## src/rtl/note_src_arbiter.sv

```systemverilog
// Two-source round-robin arbiter for a shared 4-bit note/digit bus.
// Owns the downstream 2:1 mux select and republishes the owner's data one
// cycle after the grant, with a minimum-hold counter for fair time-slicing.
module note_src_arbiter #(
    parameter int unsigned HOLD_CYCLES = 4,
    parameter int unsigned CNT_W       = 8
) (
    input  logic       clk,
    input  logic       rst_n,
    input  logic       req0,
    input  logic       req1,
    input  logic [3:0] data0,
    input  logic [3:0] data1,
    output logic       gnt0,
    output logic       gnt1,
    output logic       sel,
    output logic [3:0] out,
    output logic       out_valid
);

    localparam int unsigned DATA_W = 4;
    localparam logic [CNT_W-1:0] HOLD_MAX = CNT_W'(HOLD_CYCLES - 1);

    typedef enum logic [1:0] {
        ST_IDLE = 2'd0,
        ST_OWN0 = 2'd1,
        ST_OWN1 = 2'd2
    } state_t;

    state_t              r_state;
    state_t              w_next;
    logic [CNT_W-1:0]    r_hold_cnt;
    logic [CNT_W-1:0]    w_hold_nxt;
    logic                r_last_grant;
    logic                w_last_nxt;
    logic                w_hold_done;
    logic                r_gnt0;
    logic                r_gnt1;
    logic                r_sel;
    logic                w_sel_nxt;
    logic [DATA_W-1:0]   r_out;
    logic [DATA_W-1:0]   w_out_nxt;
    logic                r_out_valid;

    // Owner has served its minimum slice and may be pre-empted
    assign w_hold_done = (r_hold_cnt >= HOLD_MAX);

    // State register plus arbitration bookkeeping
    always_ff @(posedge clk or negedge rst_n) begin
        if (!rst_n) begin
            r_state      <= ST_IDLE;
            r_hold_cnt   <= '0;
            r_last_grant <= 1'b1;
        end else begin
            r_state      <= w_next;
            r_hold_cnt   <= w_hold_nxt;
            r_last_grant <= w_last_nxt;
        end
    end

    // Next-state: tie-break away from last owner, early release, hold-based pre-emption
    always_comb begin
        w_next     = r_state;
        w_hold_nxt = r_hold_cnt;
        w_last_nxt = r_last_grant;

        case (r_state)
            ST_IDLE: begin
                if (req0 && req1) begin
                    w_next = r_last_grant ? ST_OWN0 : ST_OWN1;
                end else if (req0) begin
                    w_next = ST_OWN0;
                end else if (req1) begin
                    w_next = ST_OWN1;
                end
            end
            ST_OWN0: begin
                if (!req0) begin
                    w_next = req1 ? ST_OWN1 : ST_IDLE;
                end else if (w_hold_done && req1) begin
                    w_next = ST_OWN1;
                end else if (!w_hold_done) begin
                    w_hold_nxt = r_hold_cnt + CNT_W'(1);
                end
            end
            ST_OWN1: begin
                if (!req1) begin
                    w_next = req0 ? ST_OWN0 : ST_IDLE;
                end else if (w_hold_done && req0) begin
                    w_next = ST_OWN0;
                end else if (!w_hold_done) begin
                    w_hold_nxt = r_hold_cnt + CNT_W'(1);
                end
            end
            default: begin
                w_next = ST_IDLE;
            end
        endcase

        // Any fresh ownership restarts the slice and records the winner
        if ((w_next != r_state) && (w_next != ST_IDLE)) begin
            w_hold_nxt = '0;
            w_last_nxt = (w_next == ST_OWN1);
        end
    end

    // Select follows the owner; held through IDLE so the mux output stays put
    always_comb begin
        w_sel_nxt = r_sel;
        if (w_next == ST_OWN1) begin
            w_sel_nxt = 1'b1;
        end else if (w_next == ST_OWN0) begin
            w_sel_nxt = 1'b0;
        end
    end

    // Data capture from the current (pre-edge) owner; IDLE keeps last value
    always_comb begin
        w_out_nxt = r_out;
        case (r_state)
            ST_OWN0: w_out_nxt = data0;
            ST_OWN1: w_out_nxt = data1;
            default: w_out_nxt = r_out;
        endcase
    end

    // Registered grants, select and published data
    always_ff @(posedge clk or negedge rst_n) begin
        if (!rst_n) begin
            r_gnt0      <= 1'b0;
            r_gnt1      <= 1'b0;
            r_sel       <= 1'b0;
            r_out       <= '0;
            r_out_valid <= 1'b0;
        end else begin
            r_gnt0      <= (w_next == ST_OWN0);
            r_gnt1      <= (w_next == ST_OWN1);
            r_sel       <= w_sel_nxt;
            r_out       <= w_out_nxt;
            r_out_valid <= (r_state != ST_IDLE);
        end
    end

    assign gnt0      = r_gnt0;
    assign gnt1      = r_gnt1;
    assign sel       = r_sel;
    assign out       = r_out;
    assign out_valid = r_out_valid;

endmodule

```

## config.mk

```make
export PLATFORM = sky130hd
export DESIGN_NAME = note_src_arbiter
export DESIGN_NICKNAME = d
export VERILOG_FILES = /design/src/rtl/note_src_arbiter.sv
export SDC_FILE = /design/constraint.sdc
export NUM_CORES = 1
export LEC_CHECK = 0
export CORE_ASPECT_RATIO = 1.5
export CORE_MARGIN = 2
export CORE_UTILIZATION = 30
export DETAILED_ROUTE_END_ITERATION = 12
export PLACE_DENSITY = 0.5
export SYNTH_ARGS = -nofsm -noshare
export SYNTH_HDL_FRONTEND = slang
export SYNTH_SLANG_ARGS = --single-unit
```

## constraint.sdc

```tcl
create_clock -name clk -period 3.4 [get_ports clk]
set_input_delay 0.34 -clock clk [delete_from_list [all_inputs] [get_ports clk]]
set_output_delay 0.34 -clock clk [all_outputs]
set_load 0.02 [all_outputs]
```

==> impl_metrics.env <==
export IMPL_outcome="finished, final reports clean"
export IMPL_die_w_um=52.8
export IMPL_slowest_delay_ns=0.49
export IMPL_ioPinCount=20
export IMPL_antenna_found_initial=0
export IMPL_crit_family="simple AND/OR/NAND/NOR gates"
export IMPL_cts_sinks=19
export IMPL_path_buf_inv=0
export IMPL_synth_top_cell_by_area="dfrtp_1"
export IMPL_netlist_instances=100
export IMPL_end_kind="flop"
export IMPL_hpwlAfterDp_mm=1.66
export IMPL_track_usage=0.120
export IMPL_synth_top_area_share=0.420
export IMPL_placed_area_um2=1290
export IMPL_r2r_slack_ns=0.63
export IMPL_cts_resized=0
export IMPL_r2r_cells=8
export IMPL_hold_buffers=0
export IMPL_placed_cells=156
export IMPL_fin_setup_tns_ns=0
export IMPL_layoutNonFillerInstCount=160
export IMPL_critPathArrivalTime_ns=2.96
export IMPL_clock_skew_final_ns=0.00219
export IMPL_path_cells="ha_1 > nor4_1 > a21oi_1 > or3_1 > a21o_1 > ha_1 > a41oi_2 > mux2_4"
export IMPL_start_util=0.314
export IMPL_synth_area_leaders="dfrtp_1, ha_1, mux2i_1"
export IMPL_synth_fp_nets=120
export IMPL_min_period_ns=2.77
export IMPL_critical_path_depth=8
export IMPL_cap_violations=0
export IMPL_finish_instance_area_um2=1330
export IMPL_grt_pass1_wl_mm=3.57
export IMPL_cts_clk_slew_worst_paths_ns=0.06
export IMPL_grt_ovfl_total=0
export IMPL_gp_congestion=0.767
export IMPL_rsz0062_at_grt="false"
export IMPL_synth_most_common_cell="dfrtp_1"
export IMPL_final_nets=139
export IMPL_first_pass_iters=4
export IMPL_die_h_um=77.3
export IMPL_clk_latency_ns=0.25
export IMPL_power_density_nw_per_um2=867
export IMPL_p_leak_nw=0.619
export IMPL_grt_max_degree=20
export IMPL_core_area_um2=3420
export IMPL_critPathKind="flop to flop"
export IMPL_cts_tree="yes"
export IMPL_ant_nets=0
export IMPL_routed_wl_mm=2.12
export IMPL_tightest_slew_ns=0.822
export IMPL_ys_warnings_count=0
export IMPL_drcViolationCount=0
export IMPL_rows=26
export IMPL_fmax_ghz=0.361
export IMPL_avgSynthCellArea_um2=10.7
export IMPL_crit_start="r_hold_cnt[0]"
export IMPL_synth_area_um2=1070
export IMPL_r2r_start="r_hold_cnt[0]"
export IMPL_die_area_um2=4080
export IMPL_critPathSlowestCell="nor4_1"
export IMPL_route_vias_total=777
export IMPL_crit_path_start_kind="flop"
export IMPL_ys_seq_area_frac=0.444
export IMPL_fin_ws_ns=0.630
export IMPL_dp_worst_setup_slack_ns=0.519
export IMPL_hold_path_class="flop to flop"
export IMPL_viasPerCell=4.86
export IMPL_final_hold_violation_count=0
export IMPL_synthFlopType="dfrtp_1"
export IMPL_synth_edff_count=0
export IMPL_synth_common_cells="dfrtp_1, ha_1, nor2_1, a21oi_1"
export IMPL_cp_max_fo=9
export IMPL_crit_path_end="r_last_grant"
export IMPL_final_layout_size_suffix_gt1_frac=0.102
export IMPL_grt_pass1_vias=749
export IMPL_ys_types=39
export IMPL_port_buffers=19
export IMPL_synth_seq_cells=19
export IMPL_critPathRequiredTime_ns=3.59
export IMPL_max_vdd_ir_drop_mv=0.455
export IMPL_syn_to_final_growth_pct=24.1
export IMPL_setup_viol=0
export IMPL_fin_crit_sh=0.815
export IMPL_antennaDiodeCount=0
export IMPL_numCtsBuffers=3
export IMPL_slew_violations=0
export IMPL_routedWlPerCell_um=13.3
export IMPL_clockRootBuffer="clkbuf_8"
export IMPL_htreeDepth=1
export IMPL_slew_headroom=0.450
export IMPL_clk_path_buf_depth=2
export IMPL_cts_setup_buffers=0
export IMPL_cpMostUsedCell="ha_1"
export IMPL_r2r_end="r_last_grant"
export IMPL_synth_async_sr_flop_share=1.00
export IMPL_drt_initial_drc_count=21
[per-stage QoR]
stage          utilization  hold WS, ns  power (mW)
6_report             0.390        0.488        1.15
5_1_grt              0.390        0.512        1.26
4_1_cts              0.390        0.494        1.18
3_5_place_dp         0.377        0.478        1.02
3_3_place_gp         0.377        0.471        1.01
2_1_floorplan            -       0.0444       0.812
[cells by family (layout without fill, tap and decap cells)]
kind of cell / count (synthesis) / count (layout) / synth area share
multiplexers: 8 / 8 / 0.0816
flip-flops: 19 / 19 / 0.444
buffers and inverters: 10 / 28 / 0.0443
AO/OA/AOI/OAI: 22 / 22 / 0.162
XOR/XNOR: 1 / 1 / 0.00816
AND/OR/NAND/NOR: 32 / 32 / 0.167
adder cells (fa/ha/maj): 8 / 8 / 0.0932
[layout by cell type (no fill, tap or decap), drive strengths merged, types with 3 or more instances in the layout]
cell type	instances
nand2b	3
inv	5
ha	8
clkbuf	4
nor2	8
mux2	3
a21o	3
dfrtp	18
nand2	5
clkdlybuf4s50	19
mux2i	5
a21oi	6
and2b	6
[sequential cells by signal, summed over array words and instances (netlist names)]
name and flops:
r_state 2, r_last_grant 1, gnt0 1, gnt1 1, out_valid 1, sel 1, r_hold_cnt 8, out 4
[area by class of cell]
| cell class | count | area (um2) |
|---|---|---|
| Multi-Input combinational cell | 71 | 549 |
| Fill cell | 349 | 2080 |
| Timing Repair Buffer | 19 | 190 |
| Tap cell | 42 | 52.6 |
| Clock buffer | 4 | 45.0 |
| Sequential cell | 19 | 477 |
| Inverter | 5 | 18.8 |
[routing by layer]
| layer | part of all wire | GRT usage | vias to the layer above |
|---|---|---|---|
| li1 | - | - | 389 |
| met1 | 0.40 | 0.143 | 363 |
| met2 | 0.52 | 0.195 | 20 |
| met3 | 0.050 | 0.0195 | 5 |
| met4 | 0.027 | 0.0692 | 0 |
| met5 | 0 | 0 | - |
[worst reg2reg max path, delay by kind of cell (launching register included)]
kind / cells / cell delay, ns
AND/OR/NAND/NOR: 2 / 0.82
multiplexers: 1 / 0.33
adder cells (fa/ha/maj): 2 / 0.42
flip-flops: 1 / 0.39
AO/OA/AOI/OAI: 3 / 0.74
[report_power, final]
group          leakage (nW)  switching (mW)  internal [mW]
combinational         0.356           0.332          0.314
clock                0.0228          0.0689         0.0833
sequential            0.240          0.0547          0.302
total                 0.619           0.456          0.699
[worst min path at each step]
stage / start / to / cells after the start
finish: r_hold_cnt[2] / r_hold_cnt[2] / 1
detailed placement: r_hold_cnt[2] / r_hold_cnt[2] / 1
CTS: r_hold_cnt[2] / r_hold_cnt[2] / 1
global route: r_hold_cnt[5] / r_hold_cnt[5] / 1
global placement: r_hold_cnt[2] / r_hold_cnt[2] / 1
floorplan: rst_n / gnt0 / 0
(Power assumes the default switching activity.)
